`src/rtl/frame_buf_pkg.sv`:
```
// Shared types and constants for the frame-buffer RAM port arbiter.
// Holds the FSM encoding, default bus widths and the pointer wrap helper.
package frame_buf_pkg;

   localparam int unsigned DEF_ADDR_W = 29;
   localparam int unsigned DEF_DATA_W = 32;

   localparam logic ASSERT_H   = 1'b1;
   localparam logic DEASSERT_H = 1'b0;

   typedef enum logic [1:0] {
      IDLE    = 2'd0,
      ISSUE   = 2'd1,
      WAIT_RD = 2'd2
   } state_e;

   function automatic int unsigned wrap_inc(input int unsigned v, input int unsigned n);
      return (v + 1 >= n) ? 0 : v + 1;
   endfunction

endpackage

```
`src/rtl/frame_buf_arb_if.sv`:
```
// Avalon command/read-return bus between the arbiter (master) and the RAM
// interface port (slave).
interface frame_buf_arb_if
   import frame_buf_pkg::*;
#(
   parameter int unsigned ADDR_W = DEF_ADDR_W,
   parameter int unsigned DATA_W = DEF_DATA_W
);
   logic              avl_ready;
   logic              avl_write_req;
   logic              avl_read_req;
   logic [ADDR_W-1:0] avl_addr;
   logic [DATA_W-1:0] avl_wdata;
   logic              avl_rd_data_valid;
   logic [DATA_W-1:0] avl_rd_data;

   modport master (
      input  avl_ready,
      output avl_write_req,
      output avl_read_req,
      output avl_addr,
      output avl_wdata,
      input  avl_rd_data_valid,
      input  avl_rd_data
   );

   modport slave (
      output avl_ready,
      input  avl_write_req,
      input  avl_read_req,
      input  avl_addr,
      input  avl_wdata,
      output avl_rd_data_valid,
      output avl_rd_data
   );
endinterface

```
`src/rtl/rr_pick.sv`:
```
// Combinational round-robin selector: first asserted request at or above
// the pointer, wrapping modulo NUM_REQ.
module rr_pick #(
   parameter int unsigned NUM_REQ = 3,
   parameter int unsigned IDX_W   = 2
) (
   input  logic [NUM_REQ-1:0] req,
   input  logic [IDX_W-1:0]   ptr,
   output logic [NUM_REQ-1:0] grant,
   output logic [IDX_W-1:0]   idx,
   output logic               any
);
   int unsigned      c_full;
   logic [IDX_W-1:0] c;

   always_comb begin
      grant  = '0;
      idx    = '0;
      any    = 1'b0;
      c_full = 0;
      c      = '0;
      for (int unsigned k = 0; k < NUM_REQ; k++) begin
         c_full = (32'(ptr) + k) % NUM_REQ;
         c      = IDX_W'(c_full);
         if (!any && req[c]) begin
            any      = 1'b1;
            grant[c] = 1'b1;
            idx      = c;
         end
      end
   end
endmodule

```
`src/rtl/frame_buf_arb.sv`:
```
// Round-robin arbiter sharing one Avalon RAM port among frame-buffer clients,
// one command in flight at a time with read data routed back to its owner.
module frame_buf_arb
   import frame_buf_pkg::*;
#(
   parameter int unsigned NUM_REQ    = 3,
   parameter int unsigned ADDR_W     = DEF_ADDR_W,
   parameter int unsigned DATA_W     = DEF_DATA_W,
   parameter int unsigned RD_TIMEOUT = 255
) (
   input  logic                  clk,
   input  logic                  reset,
   input  logic                  ram_rdy,
   input  logic [NUM_REQ-1:0]    req,
   input  logic [NUM_REQ-1:0]    req_we,
   input  logic [NUM_REQ*ADDR_W-1:0] req_addr,
   input  logic [NUM_REQ*DATA_W-1:0] req_wdata,
   output logic [NUM_REQ-1:0]    ack,
   output logic [NUM_REQ-1:0]    rd_valid,
   output logic [DATA_W-1:0]     rd_data,
   frame_buf_arb_if.master       avl,
   output logic                  busy,
   output logic                  err_timeout
);
   localparam int unsigned IDX_W = $clog2(NUM_REQ);
   localparam int unsigned CNT_W = $clog2(RD_TIMEOUT + 1);

   state_e              state_q, state_d;
   logic [IDX_W-1:0]    owner_q, owner_d, ptr_q, ptr_d;
   logic                we_q, we_d, err_q, err_d;
   logic [ADDR_W-1:0]   addr_q, addr_d;
   logic [DATA_W-1:0]   wdata_q, wdata_d, rd_data_q, rd_data_d;
   logic [CNT_W-1:0]    cnt_q, cnt_d;
   logic [NUM_REQ-1:0]  ack_q, ack_d, rd_valid_q, rd_valid_d;

   logic [NUM_REQ-1:0]  pick_grant;
   logic [IDX_W-1:0]    pick_idx;
   logic                pick_any;

   // The owner still holds req during its ack cycle; hide it from the picker.
   rr_pick #(
      .NUM_REQ (NUM_REQ),
      .IDX_W   (IDX_W)
   ) u_pick (
      .req   (req & ~ack_q),
      .ptr   (ptr_q),
      .grant (pick_grant),
      .idx   (pick_idx),
      .any   (pick_any)
   );

   always_ff @(posedge clk or negedge reset) begin
      if (!reset) begin
         state_q    <= IDLE;
         owner_q    <= '0;
         ptr_q      <= '0;
         we_q       <= DEASSERT_H;
         err_q      <= DEASSERT_H;
         addr_q     <= '0;
         wdata_q    <= '0;
         rd_data_q  <= '0;
         cnt_q      <= '0;
         ack_q      <= '0;
         rd_valid_q <= '0;
      end else begin
         state_q    <= state_d;
         owner_q    <= owner_d;
         ptr_q      <= ptr_d;
         we_q       <= we_d;
         err_q      <= err_d;
         addr_q     <= addr_d;
         wdata_q    <= wdata_d;
         rd_data_q  <= rd_data_d;
         cnt_q      <= cnt_d;
         ack_q      <= ack_d;
         rd_valid_q <= rd_valid_d;
      end
   end

   always_comb begin
      state_d    = state_q;
      owner_d    = owner_q;
      ptr_d      = ptr_q;
      we_d       = we_q;
      err_d      = err_q;
      addr_d     = addr_q;
      wdata_d    = wdata_q;
      rd_data_d  = rd_data_q;
      cnt_d      = cnt_q;
      ack_d      = '0;
      rd_valid_d = '0;
      unique case (state_q)
         IDLE: begin
            if (ram_rdy && pick_any && |pick_grant) begin
               owner_d = pick_idx;
               we_d    = req_we[pick_idx];
               addr_d  = req_addr[pick_idx*ADDR_W +: ADDR_W];
               wdata_d = req_wdata[pick_idx*DATA_W +: DATA_W];
               state_d = ISSUE;
            end
         end
         ISSUE: begin
            if (avl.avl_ready) begin
               ack_d[owner_q] = ASSERT_H;
               ptr_d          = IDX_W'(wrap_inc(32'(owner_q), NUM_REQ));
               cnt_d          = '0;
               state_d        = we_q ? IDLE : WAIT_RD;
            end
         end
         WAIT_RD: begin
            if (avl.avl_rd_data_valid) begin
               rd_data_d           = avl.avl_rd_data;
               rd_valid_d[owner_q] = ASSERT_H;
               state_d             = IDLE;
            end else if (cnt_q == CNT_W'(RD_TIMEOUT - 1)) begin
               err_d   = ASSERT_H;
               state_d = IDLE;
            end else begin
               cnt_d = cnt_q + 1'b1;
            end
         end
         default: state_d = IDLE;
      endcase
   end

   assign avl.avl_write_req = (state_q == ISSUE) && we_q;
   assign avl.avl_read_req  = (state_q == ISSUE) && !we_q;
   assign avl.avl_addr      = addr_q;
   assign avl.avl_wdata     = wdata_q;

   assign ack         = ack_q;
   assign rd_valid    = rd_valid_q;
   assign rd_data     = rd_data_q;
   assign busy        = (state_q != IDLE);
   assign err_timeout = err_q;
endmodule

```
`src/flat_wrapper.sv`:
```
// flat-port wrapper written by rule: the top's interface ports become plain ports
module frame_buf_arb_flat import frame_buf_pkg::*;
#(
   parameter int unsigned NUM_REQ    = 3,
   parameter int unsigned ADDR_W     = DEF_ADDR_W,
   parameter int unsigned DATA_W     = DEF_DATA_W,
   parameter int unsigned RD_TIMEOUT = 255
)
  (clk, reset, ram_rdy, req, req_we, req_addr, req_wdata, ack, rd_valid, rd_data, busy, err_timeout, avl_avl_ready, avl_avl_write_req, avl_avl_read_req, avl_avl_addr, avl_avl_wdata, avl_avl_rd_data_valid, avl_avl_rd_data);
  frame_buf_arb_if #(.ADDR_W(ADDR_W), .DATA_W(DATA_W)) avl_i ();
  input  logic clk;
  input  logic reset;
  input  logic ram_rdy;
  input  logic [NUM_REQ-1:0] req;
  input  logic [NUM_REQ-1:0] req_we;
  input  logic [NUM_REQ*ADDR_W-1:0] req_addr;
  input  logic [NUM_REQ*DATA_W-1:0] req_wdata;
  output logic [NUM_REQ-1:0] ack;
  output logic [NUM_REQ-1:0] rd_valid;
  output logic [DATA_W-1:0] rd_data;
  output logic busy;
  output logic err_timeout;
  input wire logic [$bits(avl_i.avl_ready)-1:0] avl_avl_ready;
  output wire logic [$bits(avl_i.avl_write_req)-1:0] avl_avl_write_req;
  output wire logic [$bits(avl_i.avl_read_req)-1:0] avl_avl_read_req;
  output wire logic [$bits(avl_i.avl_addr)-1:0] avl_avl_addr;
  output wire logic [$bits(avl_i.avl_wdata)-1:0] avl_avl_wdata;
  input wire logic [$bits(avl_i.avl_rd_data_valid)-1:0] avl_avl_rd_data_valid;
  input wire logic [$bits(avl_i.avl_rd_data)-1:0] avl_avl_rd_data;
  assign avl_i.avl_ready = avl_avl_ready;
  assign avl_avl_write_req = avl_i.avl_write_req;
  assign avl_avl_read_req = avl_i.avl_read_req;
  assign avl_avl_addr = avl_i.avl_addr;
  assign avl_avl_wdata = avl_i.avl_wdata;
  assign avl_i.avl_rd_data_valid = avl_avl_rd_data_valid;
  assign avl_i.avl_rd_data = avl_avl_rd_data;
  frame_buf_arb #(.NUM_REQ(NUM_REQ), .ADDR_W(ADDR_W), .DATA_W(DATA_W), .RD_TIMEOUT(RD_TIMEOUT)) u_core (.clk(clk), .reset(reset), .ram_rdy(ram_rdy), .req(req), .req_we(req_we), .req_addr(req_addr), .req_wdata(req_wdata), .ack(ack), .rd_valid(rd_valid), .rd_data(rd_data), .avl(avl_i), .busy(busy), .err_timeout(err_timeout));
endmodule
```
`config.mk`:
```
export PLATFORM = sky130hd
export DESIGN_NAME = frame_buf_arb_flat
export DESIGN_NICKNAME = d
export VERILOG_FILES = /design/src/rtl/frame_buf_pkg.sv /design/src/rtl/frame_buf_arb_if.sv /design/src/rtl/rr_pick.sv /design/src/rtl/frame_buf_arb.sv /design/src/flat_wrapper.sv
export SDC_FILE = /design/constraint.sdc
export NUM_CORES = 1
export LEC_CHECK = 0
export CORE_MARGIN = 10
export CORE_UTILIZATION = 46
export CTS_CLUSTER_DIAMETER = 80
export DETAILED_ROUTE_END_ITERATION = 8
export GPL_TIMING_DRIVEN = 0
export HOLD_SLACK_MARGIN = 0.05
export PLACE_DENSITY = 0.95
export SETUP_SLACK_MARGIN = 0.1
export SYNTH_ARGS = -nofsm -noshare
export SYNTH_HDL_FRONTEND = slang
export SYNTH_SLANG_ARGS = --single-unit
export TNS_END_PERCENT = 10
```
`constraint.sdc`:
```
create_clock -name clk -period 5.5 [get_ports clk]
set_input_delay 0.825 -clock clk [delete_from_list [all_inputs] [get_ports clk]]
set_output_delay 0.825 -clock clk [all_outputs]
set_load 0.05 [all_outputs]
```
==> results.json, run 1 <==
{
  "status": "completed",
  "initial_core_util": 0.4655,
  "syn_to_final_growth_pct": 56.43,
  "dpl_cell_area_um2": 10920,
  "vias_per_cell": 6.294,
  "worst_pin_slew_ns": 0.9846,
  "numCtsBuffers": 17,
  "die_area_um2": 21410,
  "syn_inst": 645,
  "fp.dieW_um": 146.3,
  "crit_path_start_kind": "flip-flop",
  "detail-route-antenna-nets": 0,
  "core_um2": 15770,
  "cts_hold_buf": 0,
  "path_clk_slew_ns": 0.06,
  "root_buffer": "clkbuf_16",
  "nFillCells": 1117,
  "cts_resized": 0,
  "grt_use_met2": 0.4595,
  "ys_ff_latch": 115,
  "max_stage_delay_ns": 0.75,
  "drt_iter0_markers": 622,
  "wl_per_cell_um": 25.13,
  "fin_setup_tns_ns": 0,
  "period_share": 0.5612,
  "grt_pass1_vias": 7883,
  "grt_pass1_wl_um": 46640,
  "grt.overflow.total": 0,
  "post_cts_buffers": 0,
  "insertion_delay_ns": 0.42,
  "relSlewSlack": 0.3392,
  "cp_cell_sequence": "inv_1 > ha_1 > buf_6 > and2_4 > o21ai_1 > clkbuf_1 > o2111ai_1 > a31oi_1 > mux2_2",
  "finalPower_w": 0.007416,
  "synthArstFlopShare": 1.000,
  "slew_violations": 0,
  "synth_edf_count": 0,
  "ios": 329,
  "p_per_area_nw_per_um2": 645.8,
  "path_max_fanout": 10,
  "synthDistinctLibCells": 43,
  "core.rowCount": 46,
  "fmax_mhz": 324.0,
  "drc": 0,
  "syn-num-nets": 877,
  "yosysWarnings": 0,
  "synth_area_per_cell_um2": 11.38,
  "netlist_area_um2": 7341,
  "finClkSkew_ns": 0.008544,
  "startpoint": "u_core.ptr_q[0]$_DFFE_PN0P_",
  "grt_antenna_before_repair": 2,
  "fin_crit_ns": 3.087,
  "layout_commonest_cell": "clkdlybuf4s50_1",
  "h-tree-depth": 4,
  "final_area_um2": 11480,
  "met1_usage": 0.3186,
  "hold_path.class": "input port to async pin",
  "vias": 7691,
  "io_buffer_count": 328,
  "nets": 1225,
  "gp_congestion": 0.9172,
  "synth_flop_cell": "dfrtp_1",
  "drive_above_1_share": 0.2398,
  "cap_violations": 0,
  "clkSinkCount": 115,
  "r2r-start": "u_core.ptr_q[0]$_DFFE_PN0P_",
  "hold_viol_final": 0,
  "post-route-util": 0.7282,
  "multi_input_area_um2": 3954,
  "leakagePower_nw": 4.373,
  "grt_use_met3": 0.09054,
  "rsz0062_at_grt": "no",
  "grt.busiest_layer": "met2",
  "layout_common_cells": "clkdlybuf4s50_1, dfrtp_1, mux2_2",
  "die_height_um": 146.3,
  "wirelength_um": 30710,
  "arrival_ns": 3.45,
  "regArea_um2": 2878,
  "grt_max_degree": 60,
  "critPathCaptureType": "flip-flop",
  "ys_seq_area_frac": 0.3920,
  "cts_tree": "built",
  "drtPass1Iterations": 5,
  "slowest_stage": "o21ai_1",
  "grtUsageTotal": 0.2753,
  "dpl.hpwl_um": 22830,
  "crit_type": "flip-flop to flip-flop",
  "cp_data_required_time_ns": 5.86,
  "ir_worst_vdd_mv": 0.4622,
  "hold_ws_ns": 0.3660,
  "finalSetupViolCount": 0,
  "clockBufferDepth": 2,
  "r2r_slack_ns": 2.41
}
## cells in the mapped netlist, types with 6 or more instances
master     instances  area share
mux2_2            95        0.15
ha_1               6       0.010
nand2_1           10      0.0051
dfrtp_1          115        0.39
nand3_1            7      0.0048
inv_1              7      0.0036
buf_4              6      0.0061
nor2_1            13      0.0066
buf_6              9       0.014
clkbuf_1          41       0.021
a31oi_1           63       0.054
nor4_1            64       0.055
o41ai_2           59        0.13
buf_2             35       0.024
o2111ai_1         62       0.074
## critical path, delay by kind of cell (launching register included)
kind,cells,cell delay [ns]
AO/OA/AOI/OAI,3,1.25
adder cells (fa/ha/maj),1,0.31
buffers and inverters,3,0.71
flip-flops,1,0.40
multiplexers,1,0.20
AND/OR/NAND/NOR,1,0.16
## where the power goes
group	leakage, nW	switching (W)	internal, W
combinational	2.70	0.00313	0.00176
clock	0.268	0.000444	0.000626
sequential	1.40	0.000223	0.00124
## worst paths after layout
check / endpoint / cells after the start
min: u_core.avl.avl_addr[26]$_DFFE_PN0P_ / 1
min reg2reg: u_core.err_timeout$_DFFE_PN0P_ / 1
min in group clk: u_core.err_timeout$_DFFE_PN0P_ / 1
max in group asynchronous: u_core.avl.avl_wdata[20]$_DFFE_PN0P_ / 2
max: u_core.avl.avl_wdata[16]$_DFFE_PN0P_ / 9
max reg2reg: u_core.avl.avl_wdata[16]$_DFFE_PN0P_ / 9
## cell families (layout without fill, tap and decap cells)
family                   Yosys count  in the layout  share of synthesized area
AO/OA/AOI/OAI                    203            203                     0.2788
flip-flops                       115            115                     0.3920
XOR/XNOR                           5              5                   0.005967
buffers and inverters            100            460                    0.06937
AND/OR/NAND/NOR                  119            119                    0.09511
other                              0              1                          0
adder cells (fa/ha/maj)            7              7                    0.01159
multiplexers                      96             96                     0.1471
## sequential cells by signal, summed over array words and instances (netlist names)
register              count
u_core.rd_valid           3
u_core.cnt_q              8
u_core.err_timeout        1
u_core.rd_data           32
u_core.ptr_q              2
u_core.we_q               1
u_core.state_q            2
u_core.ack                3
u_core.owner_q            2
u_core.avl.avl_addr      29
u_core.avl.avl_wdata     32
## stage by stage
stage               setup slack (ns)  instances
floorplan                      3.254        645
global placement             -0.9819       1189
detailed placement             2.121       1190
CTS                            2.478       1221
global route                   2.328       1221
finish                         2.413       1222
## routing by layer
metal	wire length, µm	up-vias	part of all wire
met5	13	-	0.00042
met4	1185	2	0.039
met3	3167	88	0.10
met2	14830	490	0.48
met1	11510	3742	0.37
li1	-	3369	-
## layout make-up
type	instances	area share
antenna	1	0.0002179
buffer	93	0.04206
clock buffer	18	0.03737
clock inverter	13	0.01122
inverter	7	0.002288
multi-input combinational	430	0.3443
sequential	115	0.2506
tap	216	0.02353
timing repair buffer	329	0.2884
(Power assumes the default switching activity.)
==> inputs of run 2 (changes only) <==
- CORE_UTILIZATION: 46 -> 39
- PLACE_DENSITY: 0.95 -> 0.9
- clock period: 5.5 -> 2.7 ns (I/O delays scaled with it)
==> results.json, run 2 (synthesized netlist as in run 1, its figures left out) <==
{
  "grt.busiest_layer": "met2",
  "root_buffer": "clkbuf_16",
  "crit_type": "flip-flop to flip-flop",
  "grt_pass1_wl_um": 47840,
  "relSlewSlack": 0.4923,
  "stdcell_count": 1252,
  "clkSinkCount": 115,
  "drc": 0,
  "leakagePower_nw": 4.495,
  "io_buffer_count": 328,
  "post-route-util": 0.6339,
  "dpl.hpwl_um": 24320,
  "grt_max_degree": 69,
  "finalWorstSetupSlack_ns": 0.1634,
  "initial_core_util": 0.3951,
  "ios": 329,
  "path_clk_slew_ns": 0.06,
  "p_per_area_nw_per_um2": 1321,
  "insertion_delay_ns": 0.42,
  "critPathBufInv": 4,
  "status": "completed",
  "finalSetupViolCount": 0,
  "place_inst": 1208,
  "dpl_worst_slack_ns": -0.5030,
  "grt_antenna_before_repair": 3,
  "grtUsageTotal": 0.2519,
  "layout_common_cells": "clkdlybuf4s50_1, dfrtp_1, mux2_2",
  "nets": 1234,
  "cpLargestDelayFamily": "compound AO/OA/AOI/OAI gates",
  "hold_path.class": "flip-flop to flip-flop",
  "vias_per_cell": 6.042,
  "fin_crit_ns": 2.537,
  "critPathCaptureType": "flip-flop",
  "max_stage_delay_ns": 0.39,
  "clockBufferDepth": 2,
  "fmax_mhz": 394.2,
  "period_share": 0.9395,
  "die_height_um": 157.2,
  "core.rowCount": 50,
  "die_area_um2": 24710,
  "detail-route-antenna-nets": 0,
  "hold_viol_final": 0,
  "worst_pin_slew_ns": 0.7616,
  "fp.dieW_um": 157.2,
  "layout_commonest_cell": "clkdlybuf4s50_1",
  "cts_tree": "built",
  "vias": 7564,
  "crit_path_start_kind": "flip-flop",
  "syn_to_final_growth_pct": 60.44,
  "drive_above_1_share": 0.2591,
  "slowest_stage": "dfrtp_1",
  "drt_iter0_markers": 542,
  "gp_congestion": 0.9385,
  "grt_use_met2": 0.3998,
  "grt.overflow.total": 0,
  "hold_depth": 1,
  "cp_cell_sequence": "inv_1 > ha_1 > buf_6 > and2_4 > o21a_1 > buf_6 > buf_6 > o41ai_2 > a31oi_1 > mux2_2",
  "finClkSkew_ns": 0.009819,
  "cp_data_required_time_ns": 3.00,
  "slew_violations": 0,
  "met1_usage": 0.2879,
  "crit_top_cell": "buf_6",
  "cap_violations": 0,
  "ir_worst_vdd_mv": 0.8921,
  "grt_pass1_vias": 8067,
  "path_max_fanout": 10,
  "wirelength_um": 32190,
  "drtPass1Iterations": 7,
  "h-tree-depth": 4,
  "wl_per_cell_um": 25.71,
  "crit_cells": 10,
  "core_um2": 18580,
  "rsz0062_at_grt": "yes",
  "numCtsBuffers": 17,
  "hold_ws_ns": 0.4724,
  "grt_use_met3": 0.1193,
  "arrival_ns": 2.84,
  "ff2ff_path_depth": 10
}
-- run 2: layer usage --
layer / routed length, µm / share of wire / up-vias
li1: - / - / 3385
met1: 12310 / 0.38 / 3677
met2: 14870 / 0.46 / 449
met3: 4132 / 0.13 / 53
met4: 869 / 0.027 / 0
met5: 0 / 0 / -
-- run 2: layout make-up --
type / instances / area (µm²)
multi-input combinational: 430 / 4064
timing repair buffer: 338 / 3395
sequential: 115 / 2878
antenna: 3 / 7.507
clock buffer: 17 / 425.4
inverter: 7 / 26.28
buffer: 93 / 508.0
clock inverter: 15 / 181.4
tap: 234 / 292.8
fill: 1442 / 6803
-- run 2: final timing paths --
path	from	endpoint	slack (ns)
max	u_core.ptr_q[0]$_DFFE_PN0P_	u_core.avl.avl_addr[23]$_DFFE_PN0P_	0.16
min	u_core.err_timeout$_DFFE_PN0P_	u_core.err_timeout$_DFFE_PN0P_	0.47
max reg2reg	u_core.ptr_q[0]$_DFFE_PN0P_	u_core.avl.avl_addr[23]$_DFFE_PN0P_	0.16
min reg2reg	u_core.err_timeout$_DFFE_PN0P_	u_core.err_timeout$_DFFE_PN0P_	0.47
max in group asynchronous	reset	u_core.avl.avl_wdata[5]$_DFFE_PN0P_	1.48
min in group asynchronous	reset	u_core.avl.avl_wdata[17]$_DFFE_PN0P_	0.50
-- run 2: power breakdown --
| group | switching [W] | leakage (nW) | internal (W) | total (W) |
|---|---|---|---|---|
| registers | 0.000456 | 1.40 | 0.00252 | 0.00298 |
| clock network | 0.000954 | 0.300 | 0.00140 | 0.00236 |
| logic | 0.00649 | 2.79 | 0.00374 | 0.0102 |
| total | 0.00790 | 4.50 | 0.00766 | 0.0156 |
-- run 2: timing repair --
item | 4_1_cts | 5_1_grt
setup endpoints to repair | 63 | 60
pin swaps | 2 | 5
resized for setup | 8 | 24
setup buffers | 4 | 4
hold buffers | 1 | 0
endpoints found under the hold margin | 47 | 0
-- run 2: stage by stage --
step	cell area [µm²]	setup TNS, ns	power (W)
after CTS	11640	0	0.01545
after global routing	11780	0	0.01629
after detailed placement	10950	-10.73	0.01293
after global placement	10920	-399.95	0.01274
after floorplan	7341	0	0.009549
final	11780	0	0.01556
==> inputs of run 3 (changes only) <==
- ABC_AREA: default -> 1
- CORE_UTILIZATION: 39 -> 38
- PLACE_DENSITY: 0.9 -> 0.89
==> results.json, run 3 <==
{
  "worst_pin_slew_ns": 0.6425,
  "fmax_mhz": 407.8,
  "numCtsBuffers": 17,
  "synth_area_per_cell_um2": 7.107,
  "syn_inst": 968,
  "path_clk_slew_ns": 0.06,
  "clkSinkCount": 115,
  "grt.overflow.total": 0,
  "clockBufferDepth": 2,
  "ff2ff_path_depth": 17,
  "fin_crit_ns": 2.452,
  "syn-num-nets": 1200,
  "crit_type": "flip-flop to flip-flop",
  "r2r-end": "u_core.avl.avl_addr[14]$_DFFE_PN0P_",
  "crit_top_cell": "nand2_1",
  "grt_max_degree": 90,
  "n_antenna_cell": 0,
  "yosysTopAreaCellShare": 0.4183,
  "grt_pass1_vias": 7728,
  "root_buffer": "clkbuf_16",
  "gp_congestion": 0.8964,
  "synthMostInstantiatedCell": "nand2_1",
  "yosysWarnings": 0,
  "h-tree-depth": 4,
  "core_um2": 17900,
  "critPathCaptureType": "flip-flop",
  "synthDistinctLibCells": 30,
  "period_share": 0.9083,
  "finClkSkew_ns": 0.01155,
  "io_buffer_count": 328,
  "finalPower_w": 0.01735,
  "ir_worst_vdd_mv": 0.6878,
  "layout_commonest_cell": "nand2_1",
  "drt_iter0_markers": 530,
  "core.rowCount": 49,
  "p_per_area_nw_per_um2": 1533,
  "hold_path.class": "input port to async pin",
  "grt_pass1_wl_um": 43420,
  "ios": 329,
  "cp_cell_sequence": "inv_1 > ha_2 > inv_2 > buf_12 > nor2_4 > inv_1 > nand2_2 > nand2_1 > nand2_1 > nand2_1 > nand2_4 > inv_4 > clkbuf_4 > nand3_1 > nand2_1 > nand2_1 > nand2_1",
  "vias_per_cell": 4.950,
  "drtPass1Iterations": 5,
  "insertion_delay_ns": 0.42,
  "leakagePower_nw": 5.776,
  "netlist_area_um2": 6879,
  "r2r_slack_ns": 0.25,
  "status": "completed",
  "fp.dieW_um": 154.5,
  "syn_to_final_growth_pct": 64.50,
  "path_max_fanout": 10,
  "crit_path_start_kind": "flip-flop",
  "nets": 1555,
  "hold_ws_ns": 0.4236,
  "cpLargestDelayFamily": "simple AND/OR/NAND/NOR gates",
  "die_area_um2": 23880,
  "ys_ff_latch": 115,
  "detail-route-antenna-nets": 0,
  "finalSetupViolCount": 0,
  "yosys-top-cells-count": "nand2_1, nand3_1, inv_1",
  "slowest_stage": "dfrtp_1",
  "slew_violations": 0,
  "initial_core_util": 0.3843,
  "r2r-start": "u_core.ptr_q[1]$_DFFE_PN0P_",
  "hold_viol_final": 0,
  "rsz0062_at_grt": "no",
  "dpl.hpwl_um": 21330,
  "synth_edf_count": 0,
  "fin_setup_tns_ns": 0,
  "synthArstFlopShare": 1.000,
  "synth.area.top_cells": "dfrtp_1, nand2_1, nand3_1, inv_1, mux2_2",
  "nFillCells": 1526,
  "drive_above_1_share": 0.1070,
  "wirelength_um": 28290,
  "ys_seq_area_frac": 0.4183,
  "wl_per_cell_um": 18.08,
  "vias": 7746,
  "yosys.area.top_type": "dfrtp_1",
  "dpl_worst_slack_ns": -0.1093,
  "relSlewSlack": 0.5717,
  "finalWorstSetupSlack_ns": 0.2476,
  "post-route-util": 0.6321,
  "grt_antenna_before_repair": 0,
  "max_stage_delay_ns": 0.43,
  "drc": 0,
  "synth_flop_cell": "dfrtp_1",
  "critPathBufInv": 6,
  "grtUsageTotal": 0.2288,
  "layout_common_cells": "nand2_1, clkdlybuf4s50_1, nand3_1",
  "die_height_um": 154.5,
  "arrival_ns": 2.76,
  "cp_data_required_time_ns": 3.01,
  "cts_tree": "built",
  "cap_violations": 0
}
-- run 3: changes by cell type after synthesis, moves of 5 or more --
cell       before  now
nand2_1        10  349
o2111ai_1      62    0
nor2_1         13   18
buf_2          35   27
o41ai_2        59    0
clkbuf_1       41   12
nor4_1         64    0
nand3_1         7  204
a31oi_1        63    0
mux2_2         95   32
inv_1           7  149
-- run 3: layer usage --
metal,part of all wire,vias to the layer above,GRT usage
li1,-,3724,-
met1,0.39,3644,0.2632
met2,0.51,330,0.3977
met3,0.071,48,0.06240
met4,0.027,0,0.08187
met5,0,-,0
-- run 3: timing repair --
action | in CTS | in global routing
resized for setup | 10 | 53
gates cloned | 1 | 1
endpoints found under the hold margin | 26 | 0
hold buffers | 1 | 0
setup buffers | 0 | 4
pin swaps | 1 | 4
endpoints found under the setup margin | 61 | 63
-- run 3: kinds of logic after synthesis --
group | after synthesis | share of synthesized area
simple gates | 587 | 0.3685
buf+inv | 206 | 0.1284
flops | 115 | 0.4183
mux | 32 | 0.05238
compound gates | 19 | 0.01764
fa+ha+maj | 6 | 0.01091
xor+xnor | 3 | 0.003820
-- run 3: worst reg2reg max path, stage by stage, from the launching register on --
cell and delay, ns:
dfrtp_1 0.43, inv_1 0.14, ha_2 0.24, inv_2 0.07, buf_12 0.13, nor2_4 0.12
inv_1 0.06, nand2_2 0.12, nand2_1 0.12, nand2_1 0.09, nand2_1 0.09, nand2_4 0.14
inv_4 0.10, clkbuf_4 0.21, nand3_1 0.10, nand2_1 0.07, nand2_1 0.08, nand2_1 0.05
-- run 3: power by group --
group          total [W]  switching (W)  leakage [nW]  internal [W]
Combinational     0.0123        0.00793          4.06       0.00433
Sequential       0.00292       0.000423          1.45       0.00250
Clock            0.00216       0.000848         0.266       0.00132
-- run 3: layout make-up --
| type | count | area, µm² | share of cell area |
|---|---|---|---|
| Clock buffer | 21 | 460.4 | 0.04069 |
| Timing Repair Buffer | 334 | 3402 | 0.3006 |
| Buffer | 52 | 380.4 | 0.03361 |
| Sequential cell | 115 | 2878 | 0.2543 |
| Tap cell | 229 | 286.5 | 0.02532 |
| Clock inverter | 11 | 105.1 | 0.009288 |
| Inverter | 154 | 590.6 | 0.05219 |
| Multi-Input combinational cell | 649 | 3213 | 0.2839 |
-- run 3: per-stage QoR --
step | instances | instance area, µm²
floorplan | 968 | 6879
global placement | 1525 | 10450
detailed placement | 1526 | 10480
CTS | 1560 | 11100
global route | 1565 | 11320
finish | 1565 | 11320
-- run 3: worst max path at each step --
stage	from	to	slack [ns]	cells past startpoint
after floorplan	u_core.ptr_q[0]$_DFFE_PN0P_	u_core.avl.avl_addr[10]$_DFFE_PN0P_	0.56	17
after global placement	reset	u_core.avl.avl_addr[12]$_DFFE_PN0P_	-3.35	1
after detailed placement	u_core.ptr_q[0]$_DFFE_PN0P_	u_core.avl.avl_wdata[17]$_DFFE_PN0P_	-0.11	16
after CTS	u_core.ptr_q[0]$_DFFE_PN0P_	u_core.avl.avl_wdata[17]$_DFFE_PN0P_	0.09	17
after global routing	u_core.ptr_q[1]$_DFFE_PN0P_	u_core.avl.avl_wdata[7]$_DFFE_PN0P_	0.08	16
final	u_core.ptr_q[1]$_DFFE_PN0P_	u_core.avl.avl_addr[14]$_DFFE_PN0P_	0.25	17
